==> src/rtl/rs485_dir_ctrl.sv <==
// RS-485 driver-enable controller: infers transmit direction from MCU TX activity,
// holds the driver for a tail after the last low bit, blanks RX echo, and drops the bus on stuck-low TX.
module rs485_dir_ctrl #(
  parameter int BIT_CYCLES   = 4,
  parameter int HOLD_BITS    = 2,
  parameter int MAX_LOW_BITS = 12
) (
  input  logic clk,
  input  logic rst,
  input  logic en,
  input  logic tx_in,
  input  logic rx_in,
  output logic tx_out,
  output logic rx_out,
  output logic dir_out,
  output logic fault
);

  localparam int HOLD_CYC    = BIT_CYCLES * HOLD_BITS;
  localparam int MAX_LOW_CYC = BIT_CYCLES * MAX_LOW_BITS;
  localparam int HW          = $clog2(HOLD_CYC + 1);
  localparam int LW          = $clog2(MAX_LOW_CYC + 1);

  typedef enum logic [1:0] {IDLE, ACTIVE, HOLD, FAULT} state_t;

  state_t        state;
  logic          tx_m, tx_s, rx_m, rx_s;
  logic [HW-1:0] hcnt;
  logic [LW-1:0] lcnt;

  // rx_out is overridden to 1 in every branch whose next direction is transmit,
  // so it stays aligned with dir_out on the same edge.
  always_ff @(posedge clk) begin
    if (rst) begin
      tx_m    <= 1'b1;
      tx_s    <= 1'b1;
      rx_m    <= 1'b1;
      rx_s    <= 1'b1;
      tx_out  <= 1'b1;
      rx_out  <= 1'b1;
      state   <= IDLE;
      dir_out <= 1'b0;
      fault   <= 1'b0;
      hcnt    <= '0;
      lcnt    <= '0;
    end else begin
      tx_m   <= tx_in;
      tx_s   <= tx_m;
      rx_m   <= rx_in;
      rx_s   <= rx_m;
      tx_out <= tx_s;
      rx_out <= rx_s;
      if (!en) begin
        state   <= IDLE;
        dir_out <= 1'b0;
        fault   <= 1'b0;
        hcnt    <= '0;
        lcnt    <= '0;
      end else begin
        case (state)
          IDLE: begin
            if (!tx_s) begin
              state   <= ACTIVE;
              dir_out <= 1'b1;
              rx_out  <= 1'b1;
              lcnt    <= LW'(1);
            end
          end
          ACTIVE: begin
            rx_out <= 1'b1;
            if (tx_s) begin
              state <= HOLD;
              hcnt  <= HW'(HOLD_CYC - 1);
            end else if (lcnt == LW'(MAX_LOW_CYC)) begin
              state   <= FAULT;
              dir_out <= 1'b0;
              fault   <= 1'b1;
              lcnt    <= '0;
              rx_out  <= rx_s;
            end else begin
              lcnt <= lcnt + 1'b1;
            end
          end
          HOLD: begin
            rx_out <= 1'b1;
            // A new start bit takes precedence over the tail expiring.
            if (!tx_s) begin
              state <= ACTIVE;
              lcnt  <= LW'(1);
            end else if (hcnt == '0) begin
              state   <= IDLE;
              dir_out <= 1'b0;
              rx_out  <= rx_s;
            end else begin
              hcnt <= hcnt - 1'b1;
            end
          end
          FAULT: begin
            if (!tx_s) begin
              lcnt <= '0;
            end else if (lcnt == LW'(BIT_CYCLES - 1)) begin
              state <= IDLE;
              fault <= 1'b0;
              lcnt  <= '0;
            end else begin
              lcnt <= lcnt + 1'b1;
            end
          end
          default: begin
            state   <= IDLE;
            dir_out <= 1'b0;
            fault   <= 1'b0;
          end
        endcase
      end
    end
  end

endmodule

==> config.mk <==
export PLATFORM = sky130hd
export DESIGN_NAME = rs485_dir_ctrl
export DESIGN_NICKNAME = d
export VERILOG_FILES = /design/src/rtl/rs485_dir_ctrl.sv
export SDC_FILE = /design/constraint.sdc
export NUM_CORES = 1
export LEC_CHECK = 0
export ABC_AREA = 1
export CAP_MARGIN = 20
export CORE_AREA = 5 5 67 51
export DETAILED_ROUTE_END_ITERATION = 10
export DIE_AREA = 0 0 72 56
export GPL_ROUTABILITY_DRIVEN = 0
export PLACE_DENSITY = 0.64
export SYNTH_ARGS = -nofsm -noshare
export SYNTH_HDL_FRONTEND = slang
export SYNTH_SLANG_ARGS = --single-unit
==> constraint.sdc <==
create_clock -name clk -period 1.4 [get_ports clk]
set_input_delay 0.28 -clock clk [delete_from_list [all_inputs] [get_ports clk]]
set_output_delay 0.28 -clock clk [all_outputs]
set_load 0.02 [all_outputs]
==> impl_metrics.sql <==
INSERT INTO impl_metrics (metric_group, metric, value, unit) VALUES
('run_status', 'run_status', 'complete, no violations', ''),
('grt', 'antenna_found_initial', '0', ''),
('setup_path', 'setup.reg_to_reg.worst_slack', '40', 'ps'),
('cells_and_area', 'final_layout_size_suffix_gt1_share', '33.0', '%'),
('timing', 'rsz0062_at_grt', 'yes', ''),
('power_and_ir_drop', 'pwr_density_cell', '897', 'nW/um^2'),
('clock_network', 'numClockSinks', '20', ''),
('grt', 'congestion_overflow_gr', '0', ''),
('yosys', 'ys_ff_latch', '20', ''),
('setup_path', 'worst_r2r_startpoint', 'state[0]$_SDFFE_PP0P_', ''),
('setup_path', 'launching_element_of_the_worst_setup_path', 'state[0]$_SDFFE_PP0P_', ''),
('grt', 'grt_start_max_net_pins', '13', ''),
('clock_network', 'cts_buffers', '3', ''),
('routing', 'routed_vias_inst', '5.02', ''),
('clock_network', 'cts-htree-levels', '1', ''),
('run', 'cap_violations', '0', ''),
('setup_path', 'r2r-end', 'lcnt[4]$_SDFFE_PP0P_', ''),
('grt', 'global_route_wire_length_before_repair', '4440', 'um'),
('setup_path', 'r2r.worst_path.cells', '8', ''),
('routing', 'drc_errors', '0', ''),
('setup_path', 'worst_setup_path_class', 'reg2reg', ''),
('grt', 'grtUsageMet3', '4.51', '%'),
('timing', 'final_setup_violations', '0', ''),
('routing', 'via_count', '1154', ''),
('placed_design', 'placedCellCount', '222', ''),
('clock_network', 'holdBufCountCts', '0', ''),
('timing', 'final.period_utilization', '97.0', '%'),
('yosys', 'synth_warnings', '0', ''),
('worst_hold_path', 'holdCritPathClass', 'reg2reg', ''),
('worst_hold_path', 'min_path_cells', '1', ''),
('yosys', 'synth.yosys.seq_area_share', '34.2', '%'),
('routing', 'routed_wire_length_per_instance', '11.8', 'um'),
('clock_network', 'clkSlewWorstSetupHoldPaths', '80', 'ps'),
('clock_network', 'clock_insertion_delay_worst_skew', '260', 'ps'),
('timing', 'max_clock_freq', '0.736', 'GHz'),
('yosys', 'syn_area_per_cell', '7.18', 'sq um'),
('grt', 'use_met2', '20.4', '%'),
('routing', 'number_of_iterations_in_the_first_detailed_routing_pass', '4', ''),
('yosys', 'mappedNetlistArea', '1170', 'sq um'),
('floorplan', 'core.rowCount', '16', ''),
('setup_path', 'critPathMaxFanout', '4', ''),
('yosys', 'synthCells', '163', ''),
('placed_design', 'port_buffers', '8', ''),
('timing', 'slew-limit-headroom', '82.7', '%'),
('yosys', 'synth.net_count', '177', ''),
('floorplan', 'io-pin-count', '9', ''),
('timing', 'tightest_slew', '256', 'ps'),
('cells_and_area', 'antenna_cells_inserted', '0', ''),
('power_and_ir_drop', 'p_leak', '0.695', 'nW'),
('cells_and_area', 'layout-area-overhead-vs-synth', '39.1', '%'),
('setup_path', 'cp-endpoint', 'lcnt[4]$_SDFFE_PP0P_', ''),
('clock_network', 'clock_path_buffers', '2', ''),
('timing', 'finalMaxSlewViolations', '0', ''),
('clock_network', 'cts_tree', 'built', ''),
('yosys', 'yosys.cell_types.count', '27', ''),
('floorplan', 'width_of_the_chip', '72', 'um'),
('grt', 'use_met1', '19.0', '%'),
('timing', 'skew', '1.50', 'ps'),
('routing', 'route.antenna.remaining_nets', '0', ''),
('routing', 'detailedRoute.firstIterationViolations', '72', ''),
('setup_path', 'critical_path_required', '1600', 'ps'),
('setup_path', 'end_kind', 'flip-flop', ''),
('timing', 'final_period_minus_worst_setup_slack', '1360', 'ps'),
('setup_path', 'start_kind', 'flip-flop', ''),
('grt', 'grt_use_total', '13.8', '%'),
('placed_design', 'place.detailed.hpwl', '1930', 'um'),
('routing', 'routed_wirelength', '2710', 'um'),
('power_and_ir_drop', 'vdd_ir_drop_max', '622', 'uV'),
('cells_and_area', 'final_nets', '209', ''),
('clock_network', 'master_cell_of_the_clock_root_buffer', 'clkbuf_8', ''),
('grt', 'grt_most_used_layer', 'met2', ''),
('cells_and_area', 'finish.cell_count_without_fillers', '230', ''),
('floorplan', 'dieArea', '4030', 'sq um'),
('grt', 'first_global_vias', '1049', ''),
('timing', 'final-hold-violation-count', '0', ''),
('setup_path', 'crit_arrival', '1560', 'ps'),
('floorplan', 'die_h', '56', 'um'),
('floorplan', 'effective_utilization_at_floorplan', '43.6', '%'),
('floorplan', 'placeableCoreArea', '2680', 'sq um'),
('power_and_ir_drop', 'totalPowerFinal', '1.46', 'mW');
## registers in the layout (all words and copies together), names as in the netlist
register  flops
tx_out        1
tx_s          1
fault         1
lcnt          6
tx_m          1
rx_s          1
rx_out        1
hcnt          4
dir_out       1
rx_m          1
state         2
## placed cells by master (no fill, tap or decap), types with 2 or more instances in the layout
| master | netlist | routed |
|---|---|---|
| buf_6 | 2 | 3 |
| nor2_2 | 2 | 2 |
| nand3_1 | 11 | 11 |
| dfxtp_1 | 20 | 17 |
| nand2_2 | 1 | 5 |
| inv_1 | 21 | 17 |
| clkdlybuf4s50_1 | 0 | 4 |
| ha_1 | 9 | 3 |
| nand2_1 | 34 | 29 |
| nand2_4 | 1 | 2 |
| o21ai_1 | 3 | 3 |
| clkbuf_8 | 0 | 3 |
| buf_4 | 1 | 19 |
| a31oi_1 | 2 | 2 |
| ha_4 | 0 | 4 |
| inv_2 | 3 | 5 |
| a21oi_2 | 0 | 2 |
| or2_2 | 5 | 5 |
| nor2_1 | 16 | 16 |
| nand4_1 | 4 | 4 |
| o211ai_1 | 2 | 2 |
| a21oi_1 | 12 | 10 |
| o21ai_0 | 4 | 4 |
| dlygate4sd2_1 | 0 | 4 |
| dfxtp_4 | 0 | 2 |
| ha_2 | 0 | 2 |
## worst min-delay path by stage
| stage | from | end | slack (ps) |
|---|---|---|---|
| detailed placement | rx_m$_SDFF_PP1_ | rx_s$_SDFF_PP1_ | 400 |
| CTS | tx_m$_SDFF_PP1_ | tx_s$_SDFF_PP1_ | 420 |
| finish | tx_m$_SDFF_PP1_ | tx_s$_SDFF_PP1_ | 410 |
| global route | tx_m$_SDFF_PP1_ | tx_s$_SDFF_PP1_ | 440 |
| floorplan | rst | rx_out$_SDFF_PP1_ | 380 |
| global placement | rx_m$_SDFF_PP1_ | rx_s$_SDFF_PP1_ | 390 |
## metal layers
layer,vias up,share of wire [%],wire length [um]
li1,588,-,-
met2,33,45,1220
met4,0,0.48,13
met3,2,5.8,157
met1,531,49,1310
met5,-,0,0
## synth_stat cells
| cell | number | share of area (%) |
|---|---|---|
| nand2_1 | 34 | 11 |
| inv_1 | 21 | 6.7 |
| dfxtp_1 | 20 | 34 |
| nor2_1 | 16 | 5.1 |
| a21oi_1 | 12 | 5.1 |
| nand3_1 | 11 | 4.7 |
| ha_1 | 9 | 9.6 |
| or2_2 | 5 | 2.7 |
| nand4_1 | 4 | 2.1 |
| o21ai_0 | 4 | 1.7 |
| inv_2 | 3 | 0.96 |
| o21ai_1 | 3 | 1.3 |
| a31oi_1 | 2 | 1.1 |
| buf_6 | 2 | 1.9 |
| nand3_2 | 2 | 1.7 |
| nor2_2 | 2 | 1.1 |
| nor3_1 | 2 | 0.86 |
| o211ai_1 | 2 | 1.3 |
| buf_4 | 1 | 0.64 |
| inv_6 | 1 | 0.75 |
| nand2_2 | 1 | 0.54 |
| nand2_4 | 1 | 0.96 |
| o2111ai_1 | 1 | 0.75 |
| o21ai_4 | 1 | 1.4 |
| o21bai_1 | 1 | 0.64 |
| o31ai_1 | 1 | 0.64 |
| or2_1 | 1 | 0.54 |
## metrics by stage
step / setup slack [ps] / setup TNS (ps) / utilization [%] / hold slack, ps / cell area (sq um)
global route: -26.3 / -118 / 60.7 / 439 / 1630
global placement: -49.8 / -284 / 52.3 / 395 / 1400
CTS: -2.23 / -2.23 / 55.6 / 422 / 1490
detailed placement: -126 / -662 / 52.3 / 400 / 1400
floorplan: 9.17 / 0 / - / 376 / 1170
finish: 41.9 / 0 / 60.7 / 415 / 1630
## cell type report
type	count	area, sq um
inverters	25	105
fillers	242	1050
repair buffers	30	251
well taps	36	45.0
flip-flops and latches	20	409
clock buffers	3	41.3
clock inverters	1	30.0
multi-input cells	115	746
## cell families (layout without fill, tap and decap cells)
| group | Yosys count | in the layout | synth area share [%] |
|---|---|---|---|
| compound gates | 27 | 27 | 13.9 |
| flops | 20 | 20 | 34.2 |
| buf+inv | 28 | 59 | 11.0 |
| simple gates | 79 | 79 | 31.2 |
| fa+ha+maj | 9 | 9 | 9.63 |
## worst max-delay path: stages (launching register included)
cell and delay, ps:
dfxtp_4 390, buf_6 130, ha_4 140, inv_2 70, nor3_4 190, nand2_2 100, nand2_2 100, nand2_2 60
a21oi_2 120
## timing repair
action,CTS,global route
setup endpoints to repair,10,12
setup buffers,0,4
hold endpoints to repair,0,0
resized for setup,12,25
pin swaps,0,11
## power by group
group          internal (mW)  leakage, nW  switching [mW]
combinational          0.129        0.496           0.145
sequential             0.586        0.164          0.0158
clock                  0.382       0.0357           0.203
total                   1.10        0.695           0.364
No activity file was read; power rests on OpenSTA's default activity.
